--- src/rtl/pipe_skid_reg_pkg.sv ---
// -----------------------------------------------------------------------------
// pipe_skid_reg_pkg
//   Shared pipeline definitions for the generic stage register:
//   - skid_state_t : occupancy state of a stage (EMPTY / BUSY / FULL). The
//                    encoding equals the number of held entries.
//   - NOP_ENCODING : default instruction word driven by an empty stage.
//   - occupancy_of : maps a state to its entry count.
// -----------------------------------------------------------------------------
package pipe_skid_reg_pkg;

  typedef enum logic [1:0] {
    EMPTY = 2'd0,
    BUSY  = 2'd1,
    FULL  = 2'd2
  } skid_state_t;

  localparam logic [31:0] NOP_ENCODING = 32'h0000_0000;

  // The state encoding is chosen so that it is directly the entry count.
  function automatic logic [1:0] occupancy_of(input skid_state_t s);
    return 2'(s);
  endfunction

endpackage

--- src/rtl/pipe_sat_counter.sv ---
// -----------------------------------------------------------------------------
// pipe_sat_counter
//   Saturating up-counter for performance monitoring.
//   Ports:
//     clk    : clock, rising edge
//     rst_n  : asynchronous active-low reset, clears the count
//     inc    : count one event this cycle
//     clr    : synchronous clear, wins over inc
//     count  : current value; sticks at all-ones once reached
// -----------------------------------------------------------------------------
module pipe_sat_counter #(
  parameter int WIDTH = 16
) (
  input  logic             clk,
  input  logic             rst_n,
  input  logic             inc,
  input  logic             clr,
  output logic [WIDTH-1:0] count
);

  // NOTE: sequential state is written with non-blocking (<=) so every flop
  // samples pre-edge values; blocking assignments here make results depend on
  // process evaluation order.
  always_ff @(posedge clk or negedge rst_n) begin
    if (!rst_n) begin
      count <= '0;
    end else if (clr) begin
      count <= '0;
    end else if (inc && (count != '1)) begin
      count <= count + WIDTH'(1);
    end
  end

endmodule

--- src/rtl/pipe_skid_reg.sv ---
// -----------------------------------------------------------------------------
// pipe_skid_reg
//   Generic pipeline-stage register with a valid/ready handshake and a
//   one-entry skid buffer. in_ready depends on registered state only, so the
//   ready path is cut at every stage boundary while back-to-back throughput
//   stays at one entry per cycle.
//   Ports:
//     clk, rst_n       : clock (rising edge), async active-low reset
//     flush            : synchronous bubble insertion, highest priority
//     clr_stats        : synchronous clear of stall_count
//     in_valid/in_ready: upstream handshake
//     in_data, in_ctrl, in_wr_addr, in_instruction : incoming entry
//     out_valid/out_ready : downstream handshake
//     out_data, out_ctrl, out_wr_addr, out_instruction : main entry; when
//                        empty ctrl/wr_addr read 0 and instruction reads NOP
//     occupancy        : entries held (0, 1 or 2)
//     stall_count      : saturating count of cycles with valid & !ready
// -----------------------------------------------------------------------------
module pipe_skid_reg
  import pipe_skid_reg_pkg::*;
#(
  parameter int                           DATA_WIDTH        = 64,
  parameter int                           CTRL_WIDTH        = 8,
  parameter int                           REG_ADDR_WIDTH    = 10,
  parameter int                           INSTRUCTION_WIDTH = 32,
  parameter logic [INSTRUCTION_WIDTH-1:0] NOP_INSTRUCTION   = INSTRUCTION_WIDTH'(NOP_ENCODING),
  parameter int                           STALL_CNT_WIDTH   = 16
) (
  input  logic                         clk,
  input  logic                         rst_n,
  input  logic                         flush,
  input  logic                         clr_stats,
  input  logic                         in_valid,
  output logic                         in_ready,
  input  logic [DATA_WIDTH-1:0]        in_data,
  input  logic [CTRL_WIDTH-1:0]        in_ctrl,
  input  logic [REG_ADDR_WIDTH-1:0]    in_wr_addr,
  input  logic [INSTRUCTION_WIDTH-1:0] in_instruction,
  output logic                         out_valid,
  input  logic                         out_ready,
  output logic [DATA_WIDTH-1:0]        out_data,
  output logic [CTRL_WIDTH-1:0]        out_ctrl,
  output logic [REG_ADDR_WIDTH-1:0]    out_wr_addr,
  output logic [INSTRUCTION_WIDTH-1:0] out_instruction,
  output logic [1:0]                   occupancy,
  output logic [STALL_CNT_WIDTH-1:0]   stall_count
);

  skid_state_t state, state_next;

  logic accept;
  logic emit;
  logic load_main_in;    // main <= incoming entry
  logic load_main_skid;  // main <= skid entry
  logic load_skid;       // skid <= incoming entry

  logic [DATA_WIDTH-1:0]        main_data,  skid_data;
  logic [CTRL_WIDTH-1:0]        main_ctrl,  skid_ctrl;
  logic [REG_ADDR_WIDTH-1:0]    main_addr,  skid_addr;
  logic [INSTRUCTION_WIDTH-1:0] main_instr, skid_instr;

  // Handshake: both flags are decoded from the registered state.
  assign in_ready  = (state != FULL);
  assign out_valid = (state != EMPTY);
  assign accept    = in_valid & in_ready;
  assign emit      = out_valid & out_ready;
  assign occupancy = occupancy_of(state);

  // ---------------------------------------------------------------------------
  // State register
  // ---------------------------------------------------------------------------
  always_ff @(posedge clk or negedge rst_n) begin
    if (!rst_n) begin
      state <= EMPTY;
    end else begin
      state <= state_next;
    end
  end

  // ---------------------------------------------------------------------------
  // Next state and load strobes
  // ---------------------------------------------------------------------------
  always_comb begin
    // NOTE: every output of this block is given a default first, so no path
    // leaves one unassigned and no latch is inferred.
    state_next     = state;
    load_main_in   = 1'b0;
    load_main_skid = 1'b0;
    load_skid      = 1'b0;

    unique case (state)
      EMPTY: begin
        if (accept) begin
          load_main_in = 1'b1;
          state_next   = BUSY;
        end
      end
      BUSY: begin
        if (accept && emit) begin
          load_main_in = 1'b1;
        end else if (accept) begin
          load_skid  = 1'b1;
          state_next = FULL;
        end else if (emit) begin
          state_next = EMPTY;
        end
      end
      FULL: begin
        if (emit) begin
          load_main_skid = 1'b1;
          state_next     = BUSY;
        end
      end
      default: state_next = EMPTY;
    endcase

    // Flush discards everything, including an entry accepted this cycle.
    if (flush) begin
      state_next     = EMPTY;
      load_main_in   = 1'b0;
      load_main_skid = 1'b0;
      load_skid      = 1'b0;
    end
  end

  // ---------------------------------------------------------------------------
  // Entry storage
  // ---------------------------------------------------------------------------
  // NOTE: datapath registers are often left without reset; these are reset
  // because the post-reset contents of out_* and of the skid entry are visible
  // behaviour of this stage.
  always_ff @(posedge clk or negedge rst_n) begin
    if (!rst_n) begin
      main_data  <= '0;
      main_ctrl  <= '0;
      main_addr  <= '0;
      main_instr <= NOP_INSTRUCTION;
    end else if (load_main_in) begin
      main_data  <= in_data;
      main_ctrl  <= in_ctrl;
      main_addr  <= in_wr_addr;
      main_instr <= in_instruction;
    end else if (load_main_skid) begin
      main_data  <= skid_data;
      main_ctrl  <= skid_ctrl;
      main_addr  <= skid_addr;
      main_instr <= skid_instr;
    end
  end

  always_ff @(posedge clk or negedge rst_n) begin
    if (!rst_n) begin
      skid_data  <= '0;
      skid_ctrl  <= '0;
      skid_addr  <= '0;
      skid_instr <= '0;
    end else if (load_skid) begin
      skid_data  <= in_data;
      skid_ctrl  <= in_ctrl;
      skid_addr  <= in_wr_addr;
      skid_instr <= in_instruction;
    end
  end

  // An empty stage must look like a bubble downstream: no write enables, no
  // destination, NOP instruction. The payload is left as-is (don't-care).
  assign out_data        = main_data;
  assign out_ctrl        = out_valid ? main_ctrl  : '0;
  assign out_wr_addr     = out_valid ? main_addr  : '0;
  assign out_instruction = out_valid ? main_instr : NOP_INSTRUCTION;

  // ---------------------------------------------------------------------------
  // Stall statistics
  // ---------------------------------------------------------------------------
  pipe_sat_counter #(
    .WIDTH (STALL_CNT_WIDTH)
  ) u_stall_cnt (
    .clk   (clk),
    .rst_n (rst_n),
    .inc   (out_valid & ~out_ready),
    .clr   (clr_stats),
    .count (stall_count)
  );

endmodule

--- config.mk ---
export PLATFORM = sky130hd
export DESIGN_NAME = pipe_skid_reg
export DESIGN_NICKNAME = d
export VERILOG_FILES = /design/src/rtl/pipe_skid_reg_pkg.sv /design/src/rtl/pipe_sat_counter.sv /design/src/rtl/pipe_skid_reg.sv
export SDC_FILE = /design/constraint.sdc
export NUM_CORES = 1
export LEC_CHECK = 0
export CORE_MARGIN = 2
export CORE_UTILIZATION = 45
export DETAILED_ROUTE_END_ITERATION = 6
export PLACE_DENSITY = 0.74
export REMOVE_ABC_BUFFERS = 1
export SLEW_MARGIN = 40
export SYNTH_ARGS = -nofsm -noshare
export SYNTH_HDL_FRONTEND = slang
export SYNTH_SLANG_ARGS = --single-unit
--- constraint.sdc ---
create_clock -name clk -period 5.5 [get_ports clk]
set_input_delay 1.1 -clock clk [delete_from_list [all_inputs] [get_ports clk]]
set_output_delay 1.1 -clock clk [all_outputs]
set_load 0.01 [all_outputs]
==> flow_summary.yaml <==
outcome:
  status: "finished clean"
drt:
  via_count: 7611
  antenna_left: 0
  drt-total-wl_um: 24430
  wl_per_cell_um: 16.48
  drt_iter0_drc: 385
  via_per_inst: 5.136
  dr.pass1.iters: 5
  drc: 0
cts:
  cts_root_buf: "clkbuf_16"
  cts_buffers: 27
  cts_setup_buffers: 0
  cts_resized: 0
  cts.sinks: 246
  clockBufferDepth: 3
  cts_tree: "built"
  postCtsHoldBufs: 0
  clock_latency_ps: 520
  path_clk_slew_ps: 60
  htreeDepth: 1
place:
  numPortBuffers: 253
  hpwl_um: 15590
  place.gp.congestion: 0.7485
worst_setup_path:
  critical_path.top_delay_family: "buffers and inverters"
  reg2reg_slack_ps: 3060
  critPathMaxStageDelay_ps: 570
  worst-path-buf-inv: 4
  arrival_ps: 2450
  endpoint_kind: "primary output"
  rr_startpoint: "occupancy[1]$_DFFE_PN0P_"
  crit_top_cell: "buf_16"
  r2r_cells: 5
  start_kind: "register"
  critPathMaxFanout: 20
  cp_cell_sequence: "nor2_4 > buf_16 > buf_16 > buf_4 > nor2b_1 > clkdlybuf4s50_1"
  crit_slowest_cell: "dfrtp_1"
  worst_ep_required_time_ps: 4400
  crit_type: "register to primary output"
  worstReg2RegEnd: "skid_instr[23]$_DFFE_PN0P_"
power:
  max-vdd-ir-drop_mv: 0.1989
  cellLeakagePower_nw: 5.773
  cellPowerDensity_mw_per_mm2: 353.7
global_routing:
  first_global_vias: 7719
  grt_pass1_wl_um: 39380
  grt_use_total_pct: 19.19
  grt_overflow: 0
  antenna_found_initial: 1
  grt_start_max_net_pins: 187
timing:
  worst_slew_pin_slew_ps: 1032
  fin_hold_ws_ps: 486.3
  post-route-period-util_pct: 64.46
  fin_tns_setup_ps: 0
  setup_violations: 0
  timing.fmax_ghz: 0.2821
  rsz0062_at_grt: "no"
  hold_violations: 0
  fin_crit_ps: 3545
  maxSlewHeadroom_pct: 31.21
  fin_worst_skew_ps: 10.37
  slew_viol_final: 0
floorplan:
  design.die.area_mm2: 0.02511
  die_y_um: 158.5
  rows: 56
  ios: 254
  initial_core_util_pct: 45.74
  design.core.area_mm2: 0.02347
  die_w_um: 158.5
synth:
  synth-simple-area-share_pct: 9.779
  synth_edf_count: 0
  synth_xor_area_share_pct: 0
  synth_common_cells: "dfrtp_1 (246), a21oi_1 (130), nor2_1 (119)"
  synth_top_family_by_area: "multiplexers"
  synth_compound_area_share_pct: 7.459
  synth_area_mm2: 0.01074
  yosysWarningCount: 0
  synthCells: 909
  ys.flop_type: "dfrtp_1"
  synth_top_area_share_pct: 57.34
  synth_seq_area_share_pct: 57.34
  yosys-top-cells-area: "dfrtp_1 (57%), mux2_1 (12%), mux2i_1 (11%)"
  yosys.area.top_type: "dfrtp_1"
  async_reset_ff_share_pct: 100.0
  ys_ff_latch: 246
  synth_most_common_cell: "dfrtp_1"
  synth.distinct_cells: 38
  synth_fa_ha_area_share_pct: 0.1166
  syn_avg_cell_area_um2: 11.81
  synthMuxAreaShare_pct: 22.59
final_layout:
  fillCellCount: 1909
  syn_to_final_growth_pct: 34.93
  postLayoutCoreUtil_pct: 61.71
  final_nets: 1264
  drive_gt1_share_pct: 5.331
  diodes: 0
job:
  cap_viol_max_count: 0
min_path:
  min-delay-start: "skid_instr[4]$_DFFE_PN0P_"
  worst_hold_path.endpoint: "skid_instr[4]$_DFFE_PN0P_"
  whs_path_depth: 1
  hold_path_class: "register to register"
cells in the final DEF (no fill, tap or decap), drive strengths merged:
cell           count
mux2             114
clkinv             6
a31oi              2
o22a               1
buf               13
or4                7
mux2i            114
and3               1
and4               1
nor4               4
clkdlybuf4s50    252
bufinv             1
or3                4
ha                 1
o21bai             1
nand2b             1
nand4              6
o21ba              1
inv                8
clkbuf            41
o311ai             1
nand3b             2
nor2             119
nor3b              3
a211oi             1
nor2b             51
nor3               6
o31ai              7
a311oi             1
a21oi            130
or2                1
nor4bb             1
nand3              4
nand2              5
o21ai              6
dfrtp            246
layer usage:
layer	global-route usage, %	part of all wire (%)	up-vias
met4	4.247	1.7	2
li1	-	-	3643
met2	31.22	47	196
met5	0	0.053	-
met3	5.226	7.3	35
met1	25.86	44	3735
layout make-up:
cell class / instances / area, um^2 / share of cell area, %
flip-flops and latches: 246 / 6156 / 42.50
multi-input cells: 596 / 4325 / 29.86
repair buffers: 265 / 2721 / 18.79
clock buffers: 41 / 788.3 / 5.442
well taps: 319 / 399.1 / 2.755
clock inverters: 8 / 68.82 / 0.4751
inverters: 7 / 26.28 / 0.1814
worst max-delay path by stage:
stage	start	end	slack [ps]	cells after the start
5_1_grt	occupancy[1]$_DFFE_PN0P_	out_wr_addr[2]	1820	6
6_report	occupancy[1]$_DFFE_PN0P_	out_wr_addr[2]	1950	6
4_1_cts	occupancy[1]$_DFFE_PN0P_	out_wr_addr[2]	1920	6
2_1_floorplan	flush	main_addr[0]$_DFFE_PN0P_	-8580	3
3_3_place_gp	out_ready	skid_ctrl[4]$_DFFE_PN0P_	1580	5
3_5_place_dp	out_ready	skid_instr[23]$_DFFE_PN0P_	1510	5
stage by stage:
step	cell area (um^2)	power (mW)	worst slack [ps]	instances
global route	14490	5.399	1825	1482
CTS	14450	5.196	1921	1481
floorplan	10470	2.916	-8584	849
finish	14490	5.124	1955	1482
detailed placement	13590	3.433	1512	1432
global placement	13540	3.377	1576	1430
report_power, final:
group | total [mW] | internal [mW] | switching (mW)
Clock | 1.73 | 1.03 | 0.699
Sequential | 2.42 | 2.21 | 0.206
Combinational | 0.979 | 0.582 | 0.397
Total | 5.12 | 3.82 | 1.30
cells by family (layout without fill, tap and decap cells):
logic type / Yosys count / in the layout
simple gates: 216 / 216
mux: 228 / 228
flops: 246 / 246
compound gates: 151 / 151
buf+inv: 67 / 321
fa+ha+maj: 1 / 1
state kept, by name (all words and copies together), names as in the netlist:
register / flops
out_data: 64
skid_data: 64
main_instr: 32
skid_instr: 32
u_stall_cnt.count: 16
main_addr: 10
skid_addr: 10
main_ctrl: 8
skid_ctrl: 8
occupancy: 2
Note: power is estimated with default switching activity, not from simulation.
==> RTL change 1 (config.mk and constraints unchanged) <==
Put a register stage on the output `stall_count`, without a reset. The value now appears one clock later. The other outputs are not delayed to match. Comments in the files are not updated.
--- a/src/rtl/pipe_skid_reg.sv
+++ b/src/rtl/pipe_skid_reg.sv
@@ -45,6 +45,8 @@
   output logic [1:0]                   occupancy,
   output logic [STALL_CNT_WIDTH-1:0]   stall_count
 );
+
+  logic [STALL_CNT_WIDTH-1:0] stall_count_d;
 
   skid_state_t state, state_next;
 
@@ -179,8 +181,12 @@
     .rst_n (rst_n),
     .inc   (out_valid & ~out_ready),
     .clr   (clr_stats),
-    .count (stall_count)
+    .count (stall_count_d)
   );
+
+  always_ff @(posedge clk) begin
+    stall_count <= stall_count_d;
+  end
 
 endmodule
 
Check against the original RTL: not equivalent (Yosys sat finds a counterexample within 4 cycles, from zero or initial values and one cycle with rst_n low).
==> RTL change 1 against the original RTL <==
Routed wire length grew 0.62%. Sequential power grew 4%. Total power grew 8.1%. Sequential cell count grew 16. Worst setup slack lost 0.057 ns. Global-route usage shrank 0.45 points. Area after synthesis grew 4.0%. Cell area grew 3.4%. Cell count grew 1.3%. Largest cell class unchanged.
==> RTL change 1: results (changes against the original RTL) <==
Min-Delay Path Class - flip-flop to flip-flop
async set or reset register ratio after synthesis - 93.9% (-6.1 points)
maximum fanout count along the critical path - 22 (+10%)
non-clock buffer count - 262 (-1.1%)
net count reported at finish - 1275 (+0.87%)
highest ir drop seen on vdd - 0.000220 V (+11%)
skew final - 0.0117 ns (+0.00136 ns)
# Post-CTS Setup Buffers - 0 (unchanged)
status - complete, no violations
sequential cell area fraction in the yosys report - 58.0% (+0.64 points)
flip-flop and latch count after synthesis - 262 (+6.5%)
capture point of the worst reg-to-reg path - out_data[45]
Synth Area in Compound Gates - 7.26% (-0.20 points)
worst r2r path cells - 6 (+1)
detailed-router iteration count before antenna repair - 4 (-1)
Synth cell types - 42 (+11%)
slowest cell on the critical path - clkdlybuf4s50_1
Critical path destination - out_instruction[13]
All-Layer GR Usage - 18.7% (-0.45 points)
WL per Instance - 16.4 um (-0.66%)
area fraction of clock buffers and clock inverters - 6.69% (+0.77 points)
via count of the routed design - 7631 (+0.26%)
critical path data arrival time - 2.50 ns (+0.05 ns)
internal reg-to-reg setup slack - 3.12 ns (+0.06 ns)
final-layout non-clock buffer area share - 18.2% (-0.61 points)
share of synthesized area spent on multiplexers - 21.8% (-0.78 points)
biggest cell delay along the critical path - 0.55 ns (-0.02 ns)
HPWL after detailed placement - 15100 um (-3.3%)
commonest cells in the netlist - dfrtp_1, a21oi_1, nor2_1, mux2_2, mux2i_1
register area - 6480 um^2 (+5.2%)
Static Leak - 0.00601 uW (+4.1%)
launch instance of the worst register-to-register path - occupancy[0]
adder-cell share of the synthesized area - 0.112% (-0.0045 points)
area occupied by multi-input gates - 4350 um^2 (+0.46%)
clock insertion delay at the later pin of the skew report - 0.54 ns (+0.02 ns)
routability congestion estimate - 0.744 (-0.55%)
number of antenna violations at the first check in global routing - 0 (-1)
via count of the first global-routing pass - 7794 (+0.97%)
layout cell share with drive strength beyond 1 - 15.5% (+10 points)
Worst-path clk slew - 0.06 ns (about the same)
leading post-synthesis cells by cell area - dfrtp_1, mux2_2, mux2i_1
Signal inverters - 7 (unchanged)
xor-xnor portion of the synthesized cell area - 0% (unchanged)
multi-input gate count - 592 (-0.67%)
First DRT Iteration DRCs - 394 (+2.3%)
setup slack at placement - 2.12 ns (+0.603 ns)
slew at the pin with the worst max-slew slack - 0.684 ns (-0.348 ns)
number of clock buffers inserted by TritonCTS - 29 (+7.4%)
number of fillers in the final layout - 2007 (+5.1%)
number of clock-tree buffers in the layout - 40 (-2.4%)
IO Port Bufs - 253 (unchanged)
wire length of the first global-routing pass - 40200 um (+2.0%)
largest net degree at the start of global routing - 128 (-32%)
## RTL change 1: changes by cell type in the layout (fill, tap and decap cells not counted), moves of 4 or more
| cell | delta |
|---|---|
| buf_4 | -4 |
| clkbuf_1 | -4 |
| dfxtp_1 | +16 |
| mux2_1 | -114 |
| mux2_2 | +115 |
| nor3_1 | -5 |
| o41ai_1 | +4 |
## RTL change 1: power by group
group	total, uW	switching, uW	internal (uW)
clock	1980	774	1210
sequential	2520	199	2330
combinational	1040	407	630
total	5540	1380	4160
## RTL change 1: how the worst min path moves through the flow
stage                    startpoint              to  slack (ns)  depth (start not counted)
6_report       u_stall_cnt.count[1]  stall_count[1]        0.43                          0
3_3_place_gp   u_stall_cnt.count[1]  stall_count[1]        0.41                          0
2_1_floorplan  u_stall_cnt.count[1]  stall_count[1]        0.38                          0
3_5_place_dp   u_stall_cnt.count[1]  stall_count[1]        0.43                          0
5_1_grt        u_stall_cnt.count[1]  stall_count[1]        0.45                          0
4_1_cts        u_stall_cnt.count[1]  stall_count[1]        0.44                          0
## RTL change 1: stage by stage
stage / power, uW / utilization (%) / cells / area (um^2) / hold slack (ns)
finish: 5540 / 61.6 / 1501 / 15000 / 0.433
global route: 5820 / 61.6 / 1501 / 15000 / 0.450
CTS: 5610 / 61.5 / 1500 / 15000 / 0.440
detailed placement: 3600 / 57.4 / 1446 / 13900 / 0.426
global placement: 3550 / 57.0 / 1443 / 13900 / 0.414
floorplan: 3100 / - / 861 / 10800 / 0.384
## RTL change 1: layer usage
metal | wire (um) | global-route usage [%] | vias up
met1 | 10700 | 24.6 | 3712
met2 | 11400 | 30.3 | 193
met5 | 0 | 0 | -
li1 | - | - | 3691
met3 | 1960 | 6.32 | 35
met4 | 508 | 4.18 | 0
==> RTL change 2 (config.mk and constraints unchanged) <==
Made on the original files. Change the parameter `STALL_CNT_WIDTH` from 16 to 12.
--- a/src/rtl/pipe_skid_reg.sv
+++ b/src/rtl/pipe_skid_reg.sv
@@ -24,7 +24,7 @@
   parameter int                           REG_ADDR_WIDTH    = 10,
   parameter int                           INSTRUCTION_WIDTH = 32,
   parameter logic [INSTRUCTION_WIDTH-1:0] NOP_INSTRUCTION   = INSTRUCTION_WIDTH'(NOP_ENCODING),
-  parameter int                           STALL_CNT_WIDTH   = 16
+  parameter int                           STALL_CNT_WIDTH   = 12
 ) (
   input  logic                         clk,
   input  logic                         rst_n,
Interface: changed (resized stall_count); port bits go from 254 to 250. No check against the original RTL was run, so the function may have changed too.
==> RTL change 2 against the original RTL <==
Worst hold slack lost 0.025 ns. Sequential cell count down 4. Worst setup slack worse by 0.12 ns. Area after synthesis is 1.1% lower. Routed wire length down 2.0%. Cell area is 1.3% lower. Sequential power is 2% lower. Largest cell class unchanged. Via count down 2.8%. Die area is 1.1% lower. Fmax is 3.2% lower. Total power increased by 1.2%. Global-route usage is 0.13 points lower. Largest power group unchanged.
==> RTL change 2: results (changes against the original RTL) <==
setup slack at placement - 2.04 ns (+0.528 ns)
Clock net power - 1760 uW
met1 capacity usage during global routing - 24.5% (-1.4 points)
flip-flop and latch count after synthesis - 242 (-1.6%)
GRT met2 Usage - 30.4% (-0.78 points)
layout cell share with drive strength beyond 1 - 16.3% (+11 points)
largest net degree at the start of global routing - 115 (-39%)
WL per Instance - 16.4 um (-0.21%)
total length of routed met2 wires - 11000 um (-3.2%)
number of clock buffers inserted by TritonCTS - 26 (-3.7%)
status - complete, no violations
highest routed layer - met4
Total Power - 5190 uW (+1.2%)
net count reported at finish - 1237 (-2.1%)
via count of the first global-routing pass - 7359 (-4.7%)
All-Layer GR Usage - 19.1% (-0.13 points)
routed vias/inst - 5.09 (-0.95%)
grt met3 use - 7.17% (+1.9 points)
highest ir drop seen on vdd - 0.000245 V (+23%)
First DRT Iteration DRCs - 348 (-9.6%)
sequential cell area fraction in the yosys report - 57.0% (-0.30 points)
Static Leak - 0.00576 uW (-0.19%)
leading post-synthesis cells by cell area - dfrtp_1, mux2_2, mux2i_1
switching share of total power - 25.4% (-0.027 points)
HPWL after detailed placement - 15300 um (-1.6%)
PD cells - 363 nW/um^2 (+2.5%)
number of fillers in the final layout - 1878 (-1.6%)
Synth cell types - 34 (-11%)
sequential fraction of design power - 45.9% (-1.2 points)
length of routed met3 wiring - 2290 um (+28%)
IO Port Bufs - 249 (-1.6%)
length of routed wiring on met1 - 10100 um (-6.6%)
RTL change 2: cells by family after synthesis:
logic type                 Yosys count  share of synthesized area [%]
AOI/OAI and AO/OA                  139                           6.73
xor gates and xnor gates             1                         0.0825
adders and majority gates            1                          0.118
buffers and inverters               62                           3.51
DFF                                242                           57.0
muxes                              229                           22.9
and+or+nand+nor                    208                           9.58
RTL change 2: final timing paths:
kind,from,slack [ns],endpoint,depth (start not counted)
max in group asynchronous,rst_n,3.84,skid_instr[10],3
min,rst_n,0.46,skid_instr[14],1
min reg2reg,skid_data[26],0.50,skid_data[26],1
max reg2reg,occupancy[0],3.21,out_data[14],6
max,occupancy[1],1.84,out_ctrl[6],5
min in group clk,skid_data[26],0.50,skid_data[26],1
RTL change 2: layout make-up:
cell class / count / area share (%)
Clock buffer: 36 / 5.59
Inverter: 2 / 0.0525
Multi-Input combinational cell: 578 / 29.5
Tap cell: 319 / 2.79
Clock inverter: 12 / 0.613
Sequential cell: 242 / 42.4
Timing Repair Buffer: 266 / 19.1
